--- config.mk ---
export PLATFORM = sky130hd
export DESIGN_NAME = spi_target_word
export DESIGN_NICKNAME = d
export VERILOG_FILES = /design/src/rtl/spi_target_word.sv
export SDC_FILE = /design/constraint.sdc
export NUM_CORES = 1
export LEC_CHECK = 0
export CAP_MARGIN = 20
export CORE_MARGIN = 1.5
export CORE_UTILIZATION = 40
export DETAILED_ROUTE_END_ITERATION = 12
export DONT_BUFFER_PORTS = 1
export HOLD_SLACK_MARGIN = 0.1
export PLACE_DENSITY = 0.51
export SLEW_MARGIN = 5
export SYNTH_ARGS = -nofsm -noshare
export SYNTH_HDL_FRONTEND = slang
export SYNTH_SLANG_ARGS = --single-unit
--- constraint.sdc ---
create_clock -name clk -period 4.3 [get_ports clk]
set_input_delay 0.645 -clock clk [delete_from_list [all_inputs] [get_ports clk]]
set_output_delay 0.645 -clock clk [all_outputs]
set_load 0.02 [all_outputs]
--- src/rtl/spi_target_word.sv ---
// SPI target with parametrised word width, CPOL/CPHA, bit order and a one-entry TX holding register.
// Optional feature macro SPI_TARGET_RX_HOLD_EN: holds rx_valid_o until rx_ack_i, flags rx_overrun_o.
module spi_target_word #(
  parameter int unsigned       WORD_W      = 8,
  parameter bit                CPOL        = 1'b0,
  parameter bit                CPHA        = 1'b0,
  parameter bit                MSB_FIRST   = 1'b1,
  parameter int unsigned       SYNC_STAGES = 2,
  parameter logic [WORD_W-1:0] TX_IDLE     = {WORD_W{1'b1}}
) (
  input  logic              clk,
  input  logic              reset_i,
  input  logic              spi_sck_i,
  input  logic              spi_copi_i,
  output logic              spi_cipo_o,
  input  logic              spi_cs_i,
  output logic              cs_active_o,
  output logic              rx_valid_o,
  output logic [WORD_W-1:0] rx_word_o,
  input  logic [WORD_W-1:0] tx_word_i,
  input  logic              tx_valid_i,
  output logic              tx_ready_o,
  output logic              tx_underrun_o,
  output logic              frame_abort_o
`ifdef SPI_TARGET_RX_HOLD_EN
  ,
  input  logic              rx_ack_i,
  output logic              rx_overrun_o
`endif
);
  localparam int unsigned CNT_W = $clog2(WORD_W);

  typedef enum logic {StIdle, StActive} state_e;

  // CS is synchronised as an active-high select so the reset value reads as "not selected".
  logic [SYNC_STAGES-1:0] r_sck_sync, r_copi_sync, r_cs_sync;
  logic                   r_sck_prev;

  always_ff @(posedge clk or posedge reset_i) begin
    if (reset_i) begin
      r_sck_sync  <= '0;
      r_copi_sync <= '0;
      r_cs_sync   <= '0;
      r_sck_prev  <= 1'b0;
    end else begin
      r_sck_sync  <= {r_sck_sync[SYNC_STAGES-2:0], spi_sck_i};
      r_copi_sync <= {r_copi_sync[SYNC_STAGES-2:0], spi_copi_i};
      r_cs_sync   <= {r_cs_sync[SYNC_STAGES-2:0], ~spi_cs_i};
      r_sck_prev  <= r_sck_sync[SYNC_STAGES-1];
    end
  end

  state_e             r_state;
  logic [CNT_W-1:0]   r_bit_cnt;
  logic [WORD_W-1:0]  r_rx_shift, r_rx_word, r_tx_shift, r_hold;
  logic               r_rx_valid, r_hold_full, r_underrun, r_abort;
`ifdef SPI_TARGET_RX_HOLD_EN
  logic               r_overrun;
`endif

  logic w_sck, w_copi, w_cs_act, w_rise, w_fall, w_lead, w_trail;
  logic w_in_frame, w_start, w_end, w_sample, w_shift, w_last, w_fetch, w_word_done, w_load;
  logic [WORD_W-1:0] w_rx_next, w_tx_shifted;

  assign w_sck    = r_sck_sync[SYNC_STAGES-1];
  assign w_copi   = r_copi_sync[SYNC_STAGES-1];
  assign w_cs_act = r_cs_sync[SYNC_STAGES-1];
  assign w_rise   = w_sck & ~r_sck_prev;
  assign w_fall   = ~w_sck & r_sck_prev;
  assign w_lead   = CPOL ? w_fall : w_rise;
  assign w_trail  = CPOL ? w_rise : w_fall;

  // CS release wins over any sck edge seen in the same cycle.
  assign w_in_frame  = (r_state == StActive) & w_cs_act;
  assign w_start     = (r_state == StIdle) & w_cs_act;
  assign w_end       = (r_state == StActive) & ~w_cs_act;
  assign w_sample    = w_in_frame & (CPHA ? w_trail : w_lead);
  assign w_shift     = w_in_frame & (CPHA ? w_lead : w_trail);
  assign w_last      = (r_bit_cnt == CNT_W'(WORD_W - 1));
  assign w_word_done = w_sample & w_last;
  assign w_fetch     = (w_shift & (r_bit_cnt == '0)) | (!CPHA & w_start);
  assign w_load      = tx_valid_i & ~r_hold_full;

  assign w_rx_next    = MSB_FIRST ? {r_rx_shift[WORD_W-2:0], w_copi}
                                  : {w_copi, r_rx_shift[WORD_W-1:1]};
  assign w_tx_shifted = MSB_FIRST ? {r_tx_shift[WORD_W-2:0], 1'b0}
                                  : {1'b0, r_tx_shift[WORD_W-1:1]};

  always_ff @(posedge clk or posedge reset_i) begin
    if (reset_i) begin
      r_state     <= StIdle;
      r_bit_cnt   <= '0;
      r_rx_shift  <= '0;
      r_rx_word   <= '0;
      r_rx_valid  <= 1'b0;
      r_tx_shift  <= '0;
      r_hold      <= '0;
      r_hold_full <= 1'b0;
      r_underrun  <= 1'b0;
      r_abort     <= 1'b0;
`ifdef SPI_TARGET_RX_HOLD_EN
      r_overrun   <= 1'b0;
`endif
    end else begin
      unique case (r_state)
        StIdle:   if (w_cs_act)  r_state <= StActive;
        StActive: if (!w_cs_act) r_state <= StIdle;
        default:  r_state <= StIdle;
      endcase

      r_abort <= w_end & (r_bit_cnt != '0);
      if (w_end) begin
        r_bit_cnt  <= '0;
        r_rx_shift <= '0;
      end else if (w_sample) begin
        r_bit_cnt  <= w_last ? '0 : r_bit_cnt + 1'b1;
        r_rx_shift <= w_last ? '0 : w_rx_next;
      end

      if (w_word_done) r_rx_word <= w_rx_next;
`ifdef SPI_TARGET_RX_HOLD_EN
      r_overrun <= w_word_done & r_rx_valid & ~rx_ack_i;
      if (w_word_done)   r_rx_valid <= 1'b1;
      else if (rx_ack_i) r_rx_valid <= 1'b0;
`else
      r_rx_valid <= w_word_done;
`endif

      r_underrun <= w_fetch & ~r_hold_full;
      if (w_fetch)      r_tx_shift <= r_hold_full ? r_hold : TX_IDLE;
      else if (w_shift) r_tx_shift <= w_tx_shifted;

      // A load and a fetch in one cycle: the fetch already saw the empty register.
      if (w_load) begin
        r_hold      <= tx_word_i;
        r_hold_full <= 1'b1;
      end else if (w_fetch) begin
        r_hold_full <= 1'b0;
      end
    end
  end

  assign spi_cipo_o    = MSB_FIRST ? r_tx_shift[WORD_W-1] : r_tx_shift[0];
  assign cs_active_o   = (r_state == StActive);
  assign rx_valid_o    = r_rx_valid;
  assign rx_word_o     = r_rx_word;
  assign tx_ready_o    = ~r_hold_full;
  assign tx_underrun_o = r_underrun;
  assign frame_abort_o = r_abort;
`ifdef SPI_TARGET_RX_HOLD_EN
  assign rx_overrun_o  = r_overrun;
`endif

endmodule

==> results <==
- The DRC violation count after routing is 0.
- The number of antenna violations at the first check in global routing came to 0.
- The top-level port count is 28.
- Synthesis inferred 46 register bits.
- In this run the static leakage power is 0.000918 uW.
- The share of the core filled with cells in the final layout is 0.448.
- The worst min-delay path category is reg2reg.
- The routed layout has 1033 vias.
- The worst path arrival time is 2.02 ns.
- Synthesis handed over a netlist of 140 instances.
- The synthesized netlist net count is 157.
- The average instance in the mapped netlist occupies 12.9 um^2.
- Summed over all nets, the half-perimeter wirelength after detailed placement is 1.99 mm.
- The leading register cell type out of synthesis is dfrtp_1.
- The endpoint type of the worst setup path is a flop.
- The number of violations reported at the end of detailed-routing iteration 0 is 79.
- The die outline area is 4940 um^2.
- Counting along the longest clock path gives a buffer depth of 2.
- TritonCTS built the clock tree.
- The number of gates resized after CTS was 0.
- Of the cells placed in the final design, the portion with a size suffix greater than 1 is 0.208.
- The relative max-transition margin is 0.382.
- The count of nets left with antenna violations once routing finished came out at 0.
- The share of synthesized flip-flops with an asynchronous set or reset is 1.00.
- For flop-to-flop paths, the worst setup slack is 2.51 ns.
- The Yosys step of the flow raised 0 warnings.
- The run finished with clean final reports.
- The final count of hold timing violations is 0.
- The die height is 70.3 um.
- The clock reaches the later pin of the worst-skew pair after 0.30 ns.
- The peak fanout along the critical path is 15.
- The count of flip-flops with a built-in enable after synthesis is 0.
- The number of slew-limit violations in the final report is 0.
- Setup repair after global routing left no endpoint under its margin.
- The share of the Yosys chip area taken by registers is 0.636.
- The critical setup path kind is reg2reg.
- The count of input and output buffers is 0.
- The number of different library cells in the post-synthesis netlist is 26.
- The placeable core region is 4350 um^2.
- Compared with the post-synthesis result, the final layout area differs by 7.81%.
- The most frequent standard cell in the layout excluding fill and tap cells is dfrtp_1.
- After filler insertion, the fill cell instance count of the layout stands at 386.
- At the pin with the least slew margin, the transition time is 0.926 ns.
- Summed over all failing endpoints, the final setup total negative slack is 0 ns.
- For this configuration, the core starts out at a cell density of 0.416.
- The clock period minus final worst setup slack is 1.79 ns.
- The clock-pin slew reported for the worst setup and hold paths after clock tree synthesis is 0.08 ns.
- The final layout net count is 160.
- Summing internal, switching and leakage power gives 1020 uW.
- The cell row count is 24.
- The total standard cell area after synthesis is 1810 um^2.
- The number of clock sinks seen by CTS is 46.
- The residual overflow from global routing is 0.
- The maximum level of the CTS H-tree is 2.
- The startpoint type of the worst setup path is a flop.
- The upper clock frequency limit is 559 MHz.
- The final layout contains routed wiring with a total length of 2.93 mm.
- The library cells used most frequently in the layout, excluding fill and tap cells, are dfrtp_1 (46), mux2_2 (16), nor2_1 (13).
- The number of antenna cells inserted is 0.
- At the end of routability-driven placement, the weighted congestion stood at 0.883.
- CTS placed an instance of clkbuf_8 at the clock tree root.
- The number of clock buffers added by TritonCTS is 5.
- The final cell count without fillers is 196.
- Entering global routing, the biggest net connects 47 pins.
- In the final routed layout, each cell accounts on average for 14.9 um.
- For the worst setup path, the data required time is 4.53 ns.
- The setup-violating endpoint count in the final report is 0.
- The number of setup buffers added after CTS is 0.
- The number of global-route vias before repair was 1016.
- Across the run, the number of max-cap violations was 0.
- In this run the power density over the cells is 520 nW/um^2.
- The pre-antenna-repair detailed-routing pass consisted of 4 iterations.
- The ratio of final minimum period to clock period is 0.416.
- The number of vias per cell is 5.27.
- VDD sags by at most 201 uV.
- The post-placement cell count is 188.
- The first global-routing pass estimated 4.96 mm of wire.
- The maximum clock skew at final layout is 0.00582 ns.
- After clock tree synthesis, the flow added hold-fix buffers numbering 0.
- Across every metal layer, demand over resource in global routing totals 0.132.
- The die is 70.3 um wide.
[layer usage]
metal / track usage / vias to the layer above / wire [um]
met3: 0.0534 / 6 / 166
met2: 0.186 / 23 / 1230
li1: - / 508 / -
met5: 0 / - / 0
met1: 0.180 / 496 / 1470
met4: 0.0577 / 0 / 55
[final timing paths]
path,startpoint,to,depth (start not counted)
setup reg to reg,cs_active_o,r_rx_shift[4],3
min in group asynchronous,reset_i,r_rx_shift[1],1
setup / recovery,cs_active_o,r_rx_shift[4],3
hold / removal,r_copi_sync[0],r_copi_sync[1],0
hold reg to reg,r_copi_sync[0],r_copi_sync[1],0
max in group asynchronous,reset_i,r_hold[0],1
[cell usage after synthesis (3+ instances only)]
master	number	share of area
ha_1	3	0.021
buf_2	3	0.0083
nand2_1	10	0.021
dfrtp_1	46	0.64
o31ai_1	7	0.029
a22o_1	6	0.029
inv_1	6	0.012
mux2_2	16	0.10
nor2_1	13	0.027
a211oi_1	7	0.029
nor2b_1	3	0.010
[critical path, cell delays in order, from the launching register on]
cell	delay, ns
dfrtp_1	0.78
inv_2	0.16
nor4_4	0.54
a32o_1	0.24
[where the power goes]
part / internal, uW / switching, uW / total (uW)
Clock: 129 / 140 / 270
Combinational: 77.1 / 104 / 181
Sequential: 509 / 55.6 / 564
[cell families after synthesis]
group / share of synthesized area
AO/OA/AOI/OAI: 0.128
adder cells (fa/ha/maj): 0.0207
buffers and inverters: 0.0290
flip-flops: 0.636
multiplexers: 0.0995
AND/OR/NAND/NOR: 0.0871
[metrics by stage]
step | hold slack [ns] | area [um^2] | worst slack (ns)
floorplan | 0.331 | 1810 | 2.57
global placement | 0.334 | 1860 | 2.54
detailed placement | 0.335 | 1860 | 2.47
CTS | 0.355 | 1950 | 2.50
global route | 0.345 | 1950 | 2.35
finish | 0.353 | 1950 | 2.51
[state kept, by name, indices dropped and copies added, names as in the netlist, 2 cells and up]
register / count
r_cs_sync: 2
r_sck_sync: 2
rx_word_o: 8
r_rx_shift: 7
r_tx_shift: 8
r_hold: 8
r_copi_sync: 2
r_bit_cnt: 3
[layout make-up]
cell class                      count  area, um^2  share of cell area
Clock inverter                      2        12.5             0.00641
Tap cell                           52        65.1              0.0333
Multi-Input combinational cell     81         607               0.311
Inverter                            9        33.8              0.0173
Sequential cell                    46        1150               0.590
Clock buffer                        6        82.6              0.0423
Note: power is estimated with default switching activity, not from simulation.
